**src/rtl/restoring_divider_seq_pkg.sv**
```systemverilog
// restoring_divider_seq_pkg: shared state encoding and default operand width for the divider
package restoring_divider_seq_pkg;
    typedef enum logic [1:0] {
        S_IDLE = 2'd0,
        S_RUN  = 2'd1,
        S_DONE = 2'd2
    } state_t;
    localparam int DEFAULT_WIDTH = 4;
endpackage

```
**src/rtl/restoring_divider_seq_ripple_subtractor.sv**
```systemverilog
// ripple_subtractor: N-bit a-b-borrow_in built from a chain of full_subtractor cells
module ripple_subtractor #(
    parameter int N = 5
) (
    input  logic [N-1:0] a,
    input  logic [N-1:0] b,
    input  logic         borrow_in,
    output logic [N-1:0] diff,
    output logic         borrow_out
);
    logic [N:0] w_b;
    assign w_b[0] = borrow_in;
    for (genvar i = 0; i < N; i++) begin : g_full_subtractor
        assign diff[i]  = a[i] ^ b[i] ^ w_b[i];
        assign w_b[i+1] = (~a[i] & b[i]) | (w_b[i] & ~(a[i] ^ b[i]));
    end
    assign borrow_out = w_b[N];
endmodule

```
**src/rtl/restoring_divider_seq.sv**
```systemverilog
// restoring_divider_seq: iterative unsigned restoring divider, one quotient bit per clock
module restoring_divider_seq
    import restoring_divider_seq_pkg::*;
#(
    parameter int WIDTH = DEFAULT_WIDTH
) (
    input  logic             clk,
    input  logic             rst,
    input  logic             start,
    input  logic [WIDTH-1:0] dividend,
    input  logic [WIDTH-1:0] divisor,
    output logic             busy,
    output logic             done,
    output logic [WIDTH-1:0] quotient,
    output logic [WIDTH-1:0] remainder,
    output logic             div_by_zero
);
    localparam int CW = $clog2(WIDTH);
    state_t           r_state, w_next;
    logic [WIDTH:0]   r_r, w_rs, w_t, w_rn;
    logic [WIDTH-1:0] r_q, r_d, w_qn, r_quot, r_rem;
    logic [CW-1:0]    r_cnt;
    logic             r_busy, r_done, r_dz, w_bo, w_accept, w_dz, w_last;
    // R's top bit is always 0 between iterations, so the shift drops it
    assign w_rs     = (WIDTH+1)'({r_r, r_q} >> (WIDTH - 1));
    assign w_rn     = w_bo ? w_rs : w_t;
    assign w_qn     = {r_q[WIDTH-2:0], ~w_bo};
    assign w_accept = start && (r_state != S_RUN);
    assign w_dz     = divisor == '0;
    assign w_last   = r_cnt == CW'(WIDTH - 1);
    ripple_subtractor #(.N(WIDTH + 1)) u_sub (
        .a         (w_rs),
        .b         ({1'b0, r_d}),
        .borrow_in (1'b0),
        .diff      (w_t),
        .borrow_out(w_bo)
    );
    always_comb begin
        w_next = r_state == S_RUN ? (w_last ? S_DONE : S_RUN)
               : w_accept         ? (w_dz ? S_DONE : S_RUN)
               : S_IDLE;
    end
    always_ff @(posedge clk) begin
        if (rst) begin
            r_state <= S_IDLE;
            r_busy  <= 1'b0;
            r_done  <= 1'b0;
            r_dz    <= 1'b0;
            r_quot  <= '0;
            r_rem   <= '0;
            r_cnt   <= '0;
            r_r     <= '0;
            r_q     <= '0;
            r_d     <= '0;
        end else begin
            r_state <= w_next;
            r_busy  <= w_next == S_RUN;
            r_done  <= w_next == S_DONE;
            if (r_state == S_RUN) begin
                r_r   <= w_rn;
                r_q   <= w_qn;
                r_cnt <= r_cnt + CW'(1);
                if (w_last) begin
                    r_quot <= w_qn;
                    r_rem  <= w_rn[WIDTH-1:0];
                end
            end else if (w_accept) begin
                r_dz <= w_dz;
                if (w_dz) begin
                    r_quot <= '1;
                    r_rem  <= dividend;
                end else begin
                    r_d   <= divisor;
                    r_r   <= '0;
                    r_q   <= dividend;
                    r_cnt <= '0;
                end
            end
        end
    end
    assign busy        = r_busy;
    assign done        = r_done;
    assign quotient    = r_quot;
    assign remainder   = r_rem;
    assign div_by_zero = r_dz;
endmodule

```
**config.mk**
```make
export PLATFORM = sky130hd
export DESIGN_NAME = restoring_divider_seq
export DESIGN_NICKNAME = d
export VERILOG_FILES = /design/src/rtl/restoring_divider_seq_pkg.sv /design/src/rtl/restoring_divider_seq_ripple_subtractor.sv /design/src/rtl/restoring_divider_seq.sv
export SDC_FILE = /design/constraint.sdc
export NUM_CORES = 1
export LEC_CHECK = 0
export CORE_ASPECT_RATIO = 0.9
export CORE_MARGIN = 8
export CORE_UTILIZATION = 50
export DETAILED_ROUTE_END_ITERATION = 16
export PLACE_DENSITY_LB_ADDON = 0.3
export SLEW_MARGIN = 5
export SYNTH_ARGS = -nofsm -noshare
export SYNTH_HDL_FRONTEND = slang
export SYNTH_SLANG_ARGS = --single-unit
export TNS_END_PERCENT = 5
```
**constraint.sdc**
```tcl
create_clock -name clk -period 3.6 [get_ports clk]
set_input_delay 0.36 -clock clk [delete_from_list [all_inputs] [get_ports clk]]
set_output_delay 0.36 -clock clk [all_outputs]
set_load 0.01 [all_outputs]
```
==> reports/results.ini, run 1 <==
[timing]
relSlewSlack_pct=37.7
tightest_slew_ns=0.932
fin_tns_setup_ns=0
whs_ns=0.473
fin_crit_sh_pct=73.0
report.final.slew_viol_count=0
fmax_mhz=381
fin_skew_ns=0.0151
hold_viol=0
fin_crit_ns=2.63
rsz0062_at_grt=no
finalSetupViolCount=0

[routing]
firstDrtPassIters=4
viasPerCell=6.14
routedWlPerCell_um=16.5
wirelength_mm=2.94
drc=0
num_vias=1093
drt_iter0_markers=56
antenna_left=0

[logic_synthesis]
ys_warn_count=0
syn-num-nets=146
syn_inst=130
ys_seq_area_share_pct=43.3
synth_top_area_share_pct=43.3
syn_area_per_cell_um2=9.61
synth-async-reset-ratio_pct=0
synth_area_leaders=dfxtp_1, a21oi_1, fa_1
syn_area_mm2=0.00125
synth.largest_area_cell=dfxtp_1
synth_edf_count=0
ys_top_cells_by_count=dfxtp_1, inv_1, a21oi_1, nor2_1, a211oi_1
synth.distinct_cells=32
yosysMostFrequentCell=dfxtp_1
synth_ff_type=dfxtp_1
ys_ff_latch=27

[run_status]
status=complete, no violations

[setup_path]
cp.required_ns=3.84
cp-end-kind=register
crit_arrival_ns=2.87
crit_type=register to register
worst-path-max-fanout=4
start_kind=register

[global_routing]
grtUsageTotal_pct=13.8
grt_pass1_wl_mm=4.71
top_usage_layer=met2
met1_usage_pct=17.4
grt_use_met3_pct=5.30
grt_overflow=0
antenna_found_initial=0
grt_pass1_vias=1031
grt_max_degree=24
use_met2_pct=21.5

[floorplan]
core_area_mm2=0.00240
io-pin-count=22
initial_utilization_pct=52.0
die_area_mm2=0.00435
rows=17
die_h_um=63.4
die_w_um=68.7

[finish]
drive_gt1_share_pct=10.7
area_growth_pct=20.3
fill_cells=209
nets=167
instances_no_fill=178
diodes=0

[clocking]
numCtsBuffers=3
cts_root_buf=clkbuf_4
cts_buffer_depth=2
cts.clk_slew.worst_paths_ns=0.15
clock_latency_ns=0.33
clock-sinks=27
h-tree-depth=1
cts_tree=yes
post_cts.repair.setup_buffers=0
cts_hold_buffers=0
cts_resized=0

[place]
dp.cells=174
gp_congestion=0.906
dp_hpwl_mm=2.23
port_buffers=21

[hold_path]
hold_path_class=register to register

[power]
power.total_uw=577
ir_drop_uv=313
leakage_uw=0.000573
p_per_area_mw_per_mm2=384

[flow_run]
max_cap_violations=0

-- report_power, final --
part           internal, uW  switching (uW)
Sequential              315            12.1
Clock                  41.7            91.1
Combinational          51.6            65.0
Total                   408             168
-- per-layer routing --
layer / wire length [um] / up-vias / part of all wire (%)
met5: 0 / - / 0
met4: 44 / 0 / 1.5
met3: 250 / 6 / 8.5
met2: 1380 / 40 / 47
met1: 1260 / 525 / 43
li1: - / 522 / -
-- layout make-up --
| class | count | area [um^2] | area share, % |
|---|---|---|---|
| multi-input combinational | 83 | 633 | 42.1 |
| timing repair buffer | 21 | 210 | 14.0 |
| inverter | 15 | 56.3 | 3.75 |
| clock inverter | 1 | 5.00 | 0.333 |
| clock buffer | 3 | 22.5 | 1.50 |
| tap | 28 | 35.0 | 2.33 |
| sequential | 27 | 541 | 36.0 |
-- registers in the layout, summed over array words and instances, names as in the netlist --
| signal | count |
|---|---|
| r_q | 4 |
| div_by_zero | 1 |
| r_r | 4 |
| busy | 1 |
| remainder | 4 |
| r_d | 4 |
| done | 1 |
| quotient | 4 |
| r_cnt | 2 |
| r_state | 2 |
-- path summary, 6_finish.rpt --
kind	startpoint	to	slack [ns]	cells after the start
setup / recovery	r_q[3]$_SDFFE_PP0P_	remainder[3]$_SDFFE_PP0P_	0.97	11
hold reg to reg	quotient[2]$_SDFFE_PP0P_	quotient[2]$_SDFFE_PP0P_	0.47	2
hold / removal	quotient[2]$_SDFFE_PP0P_	quotient[2]$_SDFFE_PP0P_	0.47	2
setup reg to reg	r_q[3]$_SDFFE_PP0P_	remainder[3]$_SDFFE_PP0P_	0.97	11
-- layout by cell type (no fill, tap or decap), drive strengths merged, types with 3 or more instances in the layout --
| cell type | count |
|---|---|
| clkdlybuf4s50 | 21 |
| nand2 | 4 |
| a211oi | 6 |
| nand3 | 5 |
| nor3 | 3 |
| a41oi | 4 |
| inv | 15 |
| a22o | 5 |
| mux2 | 3 |
| clkbuf | 3 |
| nor2 | 12 |
| a21oi | 12 |
| fa | 3 |
| o221a | 4 |
| o31ai | 5 |
| dfxtp | 27 |
-- kinds of logic (layout without fill, tap and decap cells) --
family | Yosys count | after routing | share of synthesized area, %
AOI/OAI and AO/OA | 43 | 43 | 26.8
adders and majority gates | 5 | 5 | 6.81
buffers and inverters | 20 | 40 | 6.01
DFF | 27 | 27 | 43.3
muxes | 3 | 3 | 2.71
and+or+nand+nor | 32 | 32 | 14.4
-- worst max-delay path: stages (launching register included) --
cell	delay, ns
dfxtp_1	0.36
inv_1	0.05
ha_1	0.13
inv_1	0.05
fa_1	0.35
inv_1	0.08
fa_1	0.16
inv_1	0.05
fa_1	0.41
or2_2	0.34
mux2_2	0.30
o221a_2	0.25
-- through the flow --
stage	area [um^2]	util, %	setup slack [ns]
6_report	1500	62.5	0.972
4_1_cts	1500	62.5	0.972
3_3_place_gp	1480	61.4	1.08
5_1_grt	1500	62.5	0.861
2_1_floorplan	1250	-	1.14
3_5_place_dp	1480	61.4	0.983
No activity file was read; power rests on OpenSTA's default activity.
==> run 2: changes to the inputs <==
--- a/config.mk
+++ b/config.mk
@@ -7,7 +7,7 @@
 export LEC_CHECK = 0
 export CORE_ASPECT_RATIO = 0.9
 export CORE_MARGIN = 8
-export CORE_UTILIZATION = 50
+export CORE_UTILIZATION = 46
 export DETAILED_ROUTE_END_ITERATION = 16
 export PLACE_DENSITY_LB_ADDON = 0.3
 export SLEW_MARGIN = 5
==> constraint.sdc (replaced) <==
create_clock -name clk -period 2.2 [get_ports clk]
set_input_delay 0.22 -clock clk [delete_from_list [all_inputs] [get_ports clk]]
set_output_delay 0.22 -clock clk [all_outputs]
set_load 0.01 [all_outputs]
==> run 2 against run 1 <==
Net effect: the run now ends with setup timing left; core utilization is 3.0 points lower; critical path depth stayed put; flip-flop and latch count stayed put; cell count is 6.2% higher; non-clock buffer count is 9 higher; fmax is 7.9% higher; clock skew is 0.014 ns lower; routed wire length is 3.1% higher; register-to-register slack worse by 1.2 ns; clock power is 74% higher; sequential share of layout area is 1.7 points lower; hold slack worse by 0.0073 ns; highest routed layer unchanged.
==> reports/results.ini, run 2 (synthesis results as in run 1) <==
[place]
dpl_worst_slack_ns=-0.212
dp_hpwl_mm=2.28
port_buffers=21
gp_congestion=0.858
placed_area_mm2=0.00155

[setup_path]
start_kind=register
path_cells=inv_1 > ha_1 > inv_1 > fa_1 > inv_1 > fa_1 > inv_1 > fa_2 > or2_4 > mux2_2 > o221a_2
path_buf_inv=4
cp.required_ns=2.46
worst-path-max-fanout=4
critPathTopFamily=adder cells
crit_arrival_ns=2.69
path_common_cell=inv_1
max_stage_delay_ns=0.35
cp-end-kind=register
slowest_stage=dfxtp_2
crit_type=register to register

[clocking]
cts_tree=yes
h-tree-depth=1
cts_buffer_depth=2
cts.clk_slew.worst_paths_ns=0.15
clock-sinks=27
cts_root_buf=clkbuf_4
numCtsBuffers=3
clock_latency_ns=0.34

[floorplan]
die_area_mm2=0.00464
io-pin-count=22
core_area_mm2=0.00266
rows=18
initial_utilization_pct=47.0
die_h_um=65.4
die_w_um=70.9

[timing]
finalSetupViolCount=8
relSlewSlack_pct=63.9
fin_skew_ns=0.00161
fin_crit_ns=2.43
whs_ns=0.466
worst_slack_ns=-0.235
tightest_slew_ns=0.541
fin_crit_sh_pct=111
hold_viol=0
fmax_mhz=411
report.final.slew_viol_count=0
rsz0062_at_grt=yes

[run_status]
status=finished with violations
violations=setup timing

[routing]
drt_iter0_markers=88
routedWlPerCell_um=16.0
num_vias=1114
dr_wl_met2_mm=1.45
firstDrtPassIters=4
m1WireLength_mm=1.37
antenna_left=0
dr_wl_met3_um=157
drc=0
top_layer=met4
viasPerCell=5.89
wirelength_mm=3.03

[power]
p_per_area_mw_per_mm2=621
ir_drop_uv=279
leakage_uw=0.000615
power.total_uw=983

[finish]
nets=176
fin_area_mm2=0.00158
drive_gt1_share_pct=17.0
area_growth_pct=26.7
diodes=0
final_cell_mix=dfxtp_1, clkdlybuf4s50_1, inv_1
final_common_cell=dfxtp_1
final_core_util_pct=59.5

[global_routing]
grt_pass1_wl_mm=5.09
grt_max_degree=17
antenna_found_initial=0
grt_pass1_vias=1131
grt_overflow=0
grtUsageTotal_pct=13.7

[hold_path]
hold_path_class=register to register

[flow_run]
max_cap_violations=0

[run 2: area by class of cell]
type,count,area [um^2]
Tap cell,30,37.5
Clock buffer,3,22.5
Clock inverter,1,7.51
Sequential cell,27,542
Fill cell,227,1080
Multi-Input combinational cell,83,638
Timing Repair Buffer,30,278
Inverter,15,56.3
[run 2: worst min-delay path, cell delays in order, from the launching register on]
cell and delay, ns:
dfxtp_1 0.34, inv_1 0.05, a211oi_1 0.06
[run 2: final timing paths]
check / from / end / slack, ns / cells after the start
max: r_q[3]$_SDFFE_PP0P_ / remainder[1]$_SDFFE_PP0P_ / -0.23 / 11
min: quotient[1]$_SDFFE_PP0P_ / quotient[1]$_SDFFE_PP0P_ / 0.47 / 2
max reg2reg: r_q[3]$_SDFFE_PP0P_ / remainder[1]$_SDFFE_PP0P_ / -0.23 / 11
min reg2reg: quotient[1]$_SDFFE_PP0P_ / quotient[1]$_SDFFE_PP0P_ / 0.47 / 2
[run 2: metrics by stage]
step                      TNS (ns)  std cells
final                        -1.18        189
after global routing         -1.93        189
after CTS                    -1.13        189
after detailed placement    -0.919        185
after global placement      -0.414        185
after floorplan             -0.413        130
[run 2: metal layers]
layer / vias up / track usage, %
met2: 41 / 23.2
met3: 5 / 3.04
met4: 0 / 6.74
li1: 535 / -
met1: 533 / 16.1
met5: - / 0
[run 2: what timing repair did]
| item | CTS | global route |
|---|---|---|
| pin swaps | 0 | 0 |
| setup buffers | 0 | 0 |
| gates resized for setup | 0 | 1 |
| hold buffers | 0 | 0 |
| setup endpoints to repair | 8 | 9 |
[run 2: report_power, final]
part,internal [uW],total [uW],switching (uW)
Clock,70.0,232,162
Sequential,516,536,19.9
Combinational,102,214,112
Total,689,983,294
